--- src/rtl/count_framer_cw16.sv ---
// count_framer_cw16
// Wraps a stream of counted payload words into frames: each frame begins with
// one header word {frame_seq, cnt_limit} and then passes the payload words
// through unchanged. tlast follows s_axis_final_cnt. The in-frame index
// s_axis_count is compared against the expected index. A mismatch raises a
// one-cycle seq_err pulse and sets err_sticky. After a mismatch the expected
// index resynchronises to the received count.
//
// Ports:
//   clk               single clock, rising edge
//   sync_reset        synchronous active-high reset
//   s_axis_tvalid     upstream word valid
//   s_axis_tdata      upstream payload word
//   s_axis_final_cnt  last word of the frame (sampled with tdata)
//   s_axis_count      in-frame word index (sampled with tdata)
//   s_axis_tready     block accepts the upstream word
//   cnt_limit         frame length minus one, captured into the header
//   m_axis_tvalid     output word valid
//   m_axis_tdata      header or payload word
//   m_axis_tlast      last word of the output frame
//   m_axis_tready     downstream accepts the word
//   seq_err           one-cycle pulse on a count discontinuity
//   err_sticky        latched seq_err, cleared only by reset
//   frame_seq         sequence number of the next header to emit
module count_framer_cw16 #(
    parameter int DATA_WIDTH = 32
) (
    input  logic                  clk,
    input  logic                  sync_reset,
    input  logic                  s_axis_tvalid,
    input  logic [DATA_WIDTH-1:0] s_axis_tdata,
    input  logic                  s_axis_final_cnt,
    input  logic [15:0]           s_axis_count,
    output logic                  s_axis_tready,
    input  logic [15:0]           cnt_limit,
    output logic                  m_axis_tvalid,
    output logic [DATA_WIDTH-1:0] m_axis_tdata,
    output logic                  m_axis_tlast,
    input  logic                  m_axis_tready,
    output logic                  seq_err,
    output logic                  err_sticky,
    output logic [15:0]           frame_seq
);

    typedef enum logic [0:0] {
        ST_HDR = 1'b0,
        ST_PAY = 1'b1
    } state_t;

    state_t                  state_r;
    state_t                  state_nxt_s;
    logic                    m_valid_r;
    logic [DATA_WIDTH-1:0]   m_data_r;
    logic                    m_last_r;
    logic [15:0]             frame_seq_r;
    logic [15:0]             exp_cnt_r;
    logic                    seq_err_r;
    logic                    err_sticky_r;

    logic                    out_free_s;
    logic                    tready_s;
    logic                    hdr_load_s;
    logic                    pay_acc_s;
    logic                    cnt_bad_s;

    // The header occupies the low 32 bits. Any wider payload bits are zero.
    function automatic logic [DATA_WIDTH-1:0] make_header(input logic [15:0] seq,
                                                          input logic [15:0] lim);
        logic [DATA_WIDTH-1:0] hdr;
        hdr         = {DATA_WIDTH{1'b0}};
        hdr[31:16]  = seq;
        hdr[15:0]   = lim;
        return hdr;
    endfunction

    // Handshake qualification and next-state selection.
    // Reset blocks every load so that nothing is accepted upstream while it is high.
    always_comb begin
        out_free_s  = !m_valid_r || m_axis_tready;
        state_nxt_s = state_r;
        tready_s    = 1'b0;
        hdr_load_s  = 1'b0;
        pay_acc_s   = 1'b0;
        case (state_r)
            ST_HDR: begin
                // The header waits for the first payload word to be presented
                // but does not consume it.
                if (s_axis_tvalid && out_free_s && !sync_reset) begin
                    hdr_load_s  = 1'b1;
                    state_nxt_s = ST_PAY;
                end else begin
                    hdr_load_s  = 1'b0;
                    state_nxt_s = ST_HDR;
                end
            end
            ST_PAY: begin
                tready_s  = out_free_s && !sync_reset;
                pay_acc_s = s_axis_tvalid && tready_s;
                if (pay_acc_s && s_axis_final_cnt) begin
                    state_nxt_s = ST_HDR;
                end else begin
                    state_nxt_s = ST_PAY;
                end
            end
            default: begin
                state_nxt_s = ST_HDR;
            end
        endcase
    end

    assign cnt_bad_s = pay_acc_s && (s_axis_count != exp_cnt_r);

    // State register.
    always_ff @(posedge clk) begin
        if (sync_reset) begin
            state_r <= ST_HDR;
        end else begin
            state_r <= state_nxt_s;
        end
    end

    // Single output stage.
    // A load takes priority over consumption, so a word taken in the same
    // cycle as a new load is replaced rather than dropped.
    always_ff @(posedge clk) begin
        if (sync_reset) begin
            m_valid_r <= 1'b0;
            m_data_r  <= {DATA_WIDTH{1'b0}};
            m_last_r  <= 1'b0;
        end else if (hdr_load_s) begin
            m_valid_r <= 1'b1;
            m_data_r  <= make_header(frame_seq_r, cnt_limit);
            m_last_r  <= 1'b0;
        end else if (pay_acc_s) begin
            m_valid_r <= 1'b1;
            m_data_r  <= s_axis_tdata;
            m_last_r  <= s_axis_final_cnt;
        end else if (m_axis_tready) begin
            m_valid_r <= 1'b0;
        end
    end

    // Frame sequence, expected index and error flags.
    always_ff @(posedge clk) begin
        if (sync_reset) begin
            frame_seq_r  <= 16'h0000;
            exp_cnt_r    <= 16'h0000;
            seq_err_r    <= 1'b0;
            err_sticky_r <= 1'b0;
        end else begin
            seq_err_r <= cnt_bad_s;
            if (cnt_bad_s) begin
                err_sticky_r <= 1'b1;
            end
            if (hdr_load_s) begin
                exp_cnt_r <= 16'h0000;
            end else if (pay_acc_s) begin
                // Resynchronise to the received index, even after a mismatch,
                // so that a single gap produces exactly one pulse.
                exp_cnt_r <= s_axis_count + 16'd1;
            end
            if (pay_acc_s && s_axis_final_cnt) begin
                frame_seq_r <= frame_seq_r + 16'd1;
            end
        end
    end

    assign s_axis_tready = tready_s;
    assign m_axis_tvalid = m_valid_r;
    assign m_axis_tdata  = m_data_r;
    assign m_axis_tlast  = m_last_r;
    assign seq_err       = seq_err_r;
    assign err_sticky    = err_sticky_r;
    assign frame_seq     = frame_seq_r;

endmodule

--- config.mk ---
export PLATFORM = sky130hd
export DESIGN_NAME = count_framer_cw16
export DESIGN_NICKNAME = d
export VERILOG_FILES = /design/src/rtl/count_framer_cw16.sv
export SDC_FILE = /design/constraint.sdc
export NUM_CORES = 1
export LEC_CHECK = 0
export CAP_MARGIN = 0
export CORE_ASPECT_RATIO = 1.2
export CORE_UTILIZATION = 40
export DETAILED_ROUTE_END_ITERATION = 10
export PLACE_DENSITY = 0.87
export SYNTH_ARGS = -nofsm -noshare
export SYNTH_HDL_FRONTEND = slang
export SYNTH_SLANG_ARGS = --single-unit
--- constraint.sdc ---
create_clock -name clk -period 1.5 [get_ports clk]
set_input_delay 0.3 -clock clk [delete_from_list [all_inputs] [get_ports clk]]
set_output_delay 0.3 -clock clk [all_outputs]
set_load 0.01 [all_outputs]
==> impl_metrics.yaml, run 1 <==
synthesis:
  yosysSeqAreaShare: 0.4183
  synthMuxAreaShare: 0.1000
  synth_xor_area_frac: 0.07692
  ys_types: 45
  syn_avg_cell_area_sq_um: 8.876
  synth_edf_count: 0
  async_reset_ff_frac: 0
  synthSimpleGateAreaFrac: 0.1993
  syn_inst: 372
  yosysTopAreaCell: "dfxtp_1"
  ys_ff_latch: 69
  synth_top_area_share: 0.4183
  syn-num-nets: 443
  synth_ff_type: "dfxtp_1"
  syn-cell-area_sq_mm: 0.003302
  synth_compound_area_frac: 0.1561
  synth-adder-area-share: 0.007579
  synth_warnings: 0
  yosys-top-cells-area: "dfxtp_1, mux2i_1, xnor2_1"
  synth_top_family_by_area: "simple AND/OR/NAND/NOR gates"
worst_setup_path:
  critPathBufInv: 1
  slowest_delay_ns: 0.38
  cp.arrival_ns: 1.86
  required_ns: 1.79
  worstPathMaxFanout: 6
  critPathLaunchType: "register"
  critical_path.cell_chain: "ha_4 -> and2_4 -> nand4_1 -> buf_6 -> or3_4 -> a21oi_2"
  crit_slowest_cell: "dfxtp_4"
  crit_type: "register to register"
  cp-end-kind: "register"
  critPathTopFamily: "simple AND/OR/NAND/NOR gates"
sta:
  timing_worst_slew_pin_value_ns: 0.4217
  clock_skew_ns: 0.01210
  max_freq_mhz: 636.8
  fin_ws_ns: -0.07042
  setup_viol: 14
  hold_viol: 0
  period_share: 1.047
  grt_setup_unrepaired: "true"
  slew_viol_final: 0
  fin_crit_ns: 1.570
  tns_ns: -0.3490
  max_slew_margin: 0.7189
power:
  swShare: 0.2769
  pwr-share-seq: 0.461
  p_leak_nw: 2.297
  power_density_mw_per_mm2: 792.3
  combPwrFrac: 0.205
  switching_power_mw: 1.178
  ir_drop_v: 0.0004897
  internal_power_mw: 3.077
  p_clk_frac: 0.334
die:
  initial_core_util: 0.4212
  dieArea_sq_mm: 0.008624
  core_sq_mm: 0.007839
  ios: 122
  fp.dieW_um: 84.94
  rows: 35
  die_h_um: 101.5
cells_and_area:
  finish.utilization: 0.6852
  areaGrowthSynthToFinish_pct: 62.68
  fin_cells: 644
  stdcell_area_sq_mm: 0.005371
  diodes: 0
  final_nets: 618
  drive_above_1_share: 0.2283
grt:
  grt_usage: 0.2384
  grt_antenna_before_repair: 0
  grt_pass1_vias: 3495
  grt-ovfl-total: 0
  grt_max_degree: 55
  grt_pass1_wl_mm: 16.30
cts:
  clockRootBuffer: "clkbuf_8"
  cts.sinks: 69
  cts_buffers: 9
  clk_pin_slew_ns: 0.08
  cts_htree_levels: 3
  cts_tree: "done"
  hold_buffers: 0
  cts_max_path_buffers: 2
  clk_latency_ns: 0.35
routing:
  drtIter0Drc: 176
  antenna_left: 0
  first_pass_iters: 7
  vias_per_cell: 5.519
  remaining_drc_errors: 9
  dr_total_vias: 3554
  routed_wl_mm: 10.98
  wl_per_cell_um: 17.05
outcome:
  status: "finished, violations left"
  violations: "DRC, setup timing"
min_path:
  hold_class: "input port to register"
placed_design:
  dpl.hpwl_mm: 7.426
  dp_cells: 618
  gp_congestion: 0.8867
  io_buffers: 121
  dpl_cell_area_sq_mm: 0.004977
run:
  maxCapViolCount: 0
cell usage in the layout (no fill, tap or decap), types with 11 or more instances in the layout:
cell type	count
dfxtp_1	59
nand4_1	12
dlygate4sd2_1	63
o21ai_0	22
xnor2_1	23
a21oi_1	15
nand2_1	21
nor2_1	35
buf_4	57
nand3_1	19
clkbuf_8	11
clkdlybuf4s50_1	49
a211oi_1	26
mux2i_1	33
metrics by stage:
stage	power (mW)	setup WS (ns)	hold slack, ns
floorplan	2.387	-0.1355	0.4444
global placement	2.844	-0.4183	0.4510
detailed placement	2.871	-0.5118	0.4575
CTS	4.197	-0.02605	0.3175
global route	4.413	-0.1343	0.3408
finish	4.256	-0.07042	0.3393
registers in the layout (all words and copies together), names as in the netlist:
register and count:
state_r 1, m_axis_tvalid 1, m_axis_tlast 1, err_sticky 1, exp_cnt_r 16, m_axis_tdata 32, seq_err 1, frame_seq 16
kinds of logic after synthesis:
group	Yosys count
AND/OR/NAND/NOR	128
AO/OA/AOI/OAI	81
flip-flops	69
multiplexers	33
buffers and inverters	30
XOR/XNOR	29
adder cells (fa/ha/maj)	2
cell type report:
type                            count  area [sq um]
Timing Repair Buffer              189          1712
Sequential cell                    69          1399
Clock inverter                      3         20.02
Fill cell                         602          2467
Tap cell                           92         115.1
Inverter                            5         18.77
Multi-Input combinational cell    273          1948
Clock buffer                       13         158.9
synth_stat cells (all sizes together) (3+ instances only):
cell     n
o21ai   22
o311ai   3
nand2   21
xnor2   24
or3      9
inv      5
nor3     6
clkbuf  14
a211oi  27
nor2    36
nor4     3
xor2     5
a21oi   18
or4      3
nand4   13
nand3   23
buf     11
mux2i   33
dfxtp   69
metal layers:
layer / GRT usage / up-vias / routed length [um]
met3: 0.03993 / 23 / 587
met2: 0.4522 / 132 / 5863
met1: 0.2549 / 1706 / 4264
met4: 0.1186 / 0 / 264
met5: 0 / - / 0
li1: - / 1693 / -
tightest hold or removal path, cell delays in order:
cell	delay [ns]
buf_2	0.12
nand2b_4	0.14
a21boi_0	0.08
final timing paths:
| check | end | depth (start not counted) | from | slack (ns) |
|---|---|---|---|---|
| max reg2reg | frame_seq[6] | 6 | frame_seq[1] | -0.07 |
| max | frame_seq[6] | 6 | frame_seq[1] | -0.07 |
| min reg2reg | err_sticky | 1 | err_sticky | 0.47 |
| min | state_r | 3 | sync_reset | 0.34 |
power groups by stage:
stage,clock network (mW),logic (mW),registers (mW)
after detailed placement,0,0.861,2.01
final,1.42,0.871,1.96
after global placement,0,0.838,2.01
after CTS,1.42,0.818,1.96
after global routing,1.51,0.930,1.97
after floorplan,0,0.353,2.03
what timing repair did:
action                                 in CTS  in global routing
gates cloned                                1                  2
resized for setup                          86                 34
setup endpoints to repair                  96                 46
pin swaps                                  11                 10
buffers inserted                            3                  4
endpoints found under the hold margin       0                  0
(Power assumes the default switching activity.)
==> run 2: changes to the inputs <==
Settings changed: CTS_CLUSTER_DIAMETER set to 30, REMOVE_ABC_BUFFERS set to 1.
==> impl_metrics.yaml, run 2 (synthesis gave the netlist of run 1 again) <==
outcome:
  status: "finished, violations left"
  violations: "DRC, setup timing"
power:
  p_leak_nw: 2.437
  internal_power_mw: 3.589
  pwr-share-seq: 0.409
  switching_power_mw: 1.216
  p_clk_frac: 0.393
  combPwrFrac: 0.199
  power_density_mw_per_mm2: 847.6
  swShare: 0.2531
  ir_drop_v: 0.0005873
sta:
  setup_viol: 7
  period_share: 1.038
  max_slew_margin: 0.7054
  max_freq_mhz: 642.0
  tns_ns: -0.1759
  fin_ws_ns: -0.05763
  grt_setup_unrepaired: "true"
  fin_crit_ns: 1.558
  hold_viol: 0
  holdWs_ns: 0.4015
  slew_viol_final: 0
  clock_skew_ns: 0.007924
  timing_worst_slew_pin_value_ns: 0.4419
run:
  maxCapViolCount: 0
grt:
  grt_max_degree: 31
  grt_antenna_before_repair: 0
  grt_usage: 0.2637
  grt_pass1_wl_mm: 17.69
  grt_pass1_vias: 3718
  grt-ovfl-total: 0
routing:
  wl_per_cell_um: 17.65
  antenna_left: 0
  vias_per_cell: 5.616
  remaining_drc_errors: 8
  first_pass_iters: 8
  routed_wl_mm: 11.59
  dr_total_vias: 3690
  drtIter0Drc: 173
cells_and_area:
  diodes: 0
  nFillCells: 575
  final_nets: 631
  fin_cells: 657
  final_cell_mix: "buf_4, dfxtp_1, dlygate4sd2_1"
  final_common_cell: "buf_4"
  areaGrowthSynthToFinish_pct: 71.69
  largest_reg_flops: 32
  finish.utilization: 0.7232
  drive_above_1_share: 0.2496
  stdcell_area_sq_mm: 0.005669
cts:
  clockRootBuffer: "clkbuf_8"
  cts_max_path_buffers: 2
  cts_tree: "done"
  clk_pin_slew_ns: 0.08
  cts.sinks: 69
  clk_latency_ns: 0.34
  cts_htree_levels: 3
  cts_buffers: 9
  hold_buffers: 0
die:
  dieArea_sq_mm: 0.008624
  die_h_um: 101.5
  initial_core_util: 0.4212
  fp.dieW_um: 84.94
  ios: 122
  rows: 35
  core_sq_mm: 0.007839
placed_design:
  io_buffers: 121
  dp_cells: 625
  dpl_cell_area_sq_mm: 0.005011
  dpl.hpwl_mm: 7.621
  gp_congestion: 0.8661
worst_setup_path:
  required_ns: 1.77
  cp-end-kind: "register"
  worstPathMaxFanout: 7
  critPathLaunchType: "register"
  crit_type: "register to register"
  cp.arrival_ns: 1.83
min_path:
  hold_class: "input port to register"
run 2: cell count changes in the layout (fill, tap and decap cells not counted), moves of 3 or more:
cell	change
bufinv_16	+3
buf_16	+3
a211oi_2	+4
clkdlybuf4s50_1	+5
buf_4	+8
dfxtp_1	+3
dfxtp_2	-3
dlygate4sd2_1	-7
a211oi_1	-4
run 2: metrics by stage:
step	setup slack (ns)	total power [mW]
floorplan	-2.339	2.350
CTS	-0.07196	4.773
global route	-0.1326	4.982
global placement	-0.5099	2.862
detailed placement	-0.5648	2.888
finish	-0.05763	4.805
run 2: critical path, cell delays in order (launching register included):
cell     delay (ns)
dfxtp_4        0.36
and3b_2        0.21
nand4_1        0.24
buf_6          0.22
or3_4          0.33
a21oi_2        0.13
run 2: area by class of cell:
class,instances,area [sq um],area share
multi-input combinational,273,1974,0.3483
sequential,69,1395,0.2461
clock buffer,10,137.6,0.02428
tap,92,115.1,0.02030
inverter,5,18.77,0.003311
timing repair buffer,202,1918,0.3383
clock inverter,6,110.1,0.01942
run 2: path summary, 6_finish.rpt:
path	to	cells past startpoint	from	slack [ns]
min	m_axis_tlast	3	sync_reset	0.40
min reg2reg	m_axis_tlast	2	m_axis_tlast	0.47
max	frame_seq[7]	5	state_r	-0.06
max reg2reg	frame_seq[7]	5	state_r	-0.06
run 2: timing repair:
item | CTS | global route
pin swaps | 17 | 24
cloned | 4 | 3
setup buffers | 6 | 3
setup endpoints to repair | 99 | 50
resized for setup | 91 | 36
run 2: power by group through the flow:
stage | logic (mW) | clock network (mW) | registers [mW]
6_report | 0.955 | 1.89 | 1.96
5_1_grt | 1.02 | 1.99 | 1.97
4_1_cts | 0.898 | 1.91 | 1.97
3_5_place_dp | 0.878 | 0 | 2.01
3_3_place_gp | 0.857 | 0 | 2.01
2_1_floorplan | 0.279 | 0 | 2.07
run 2: metal layers:
layer / vias to the layer above / share of wire / GRT usage
li1: 1726 / - / -
met1: 1789 / 0.39 / 0.2864
met2: 142 / 0.52 / 0.4988
met3: 33 / 0.051 / 0.05053
met4: 0 / 0.034 / 0.1121
met5: - / 0 / 0
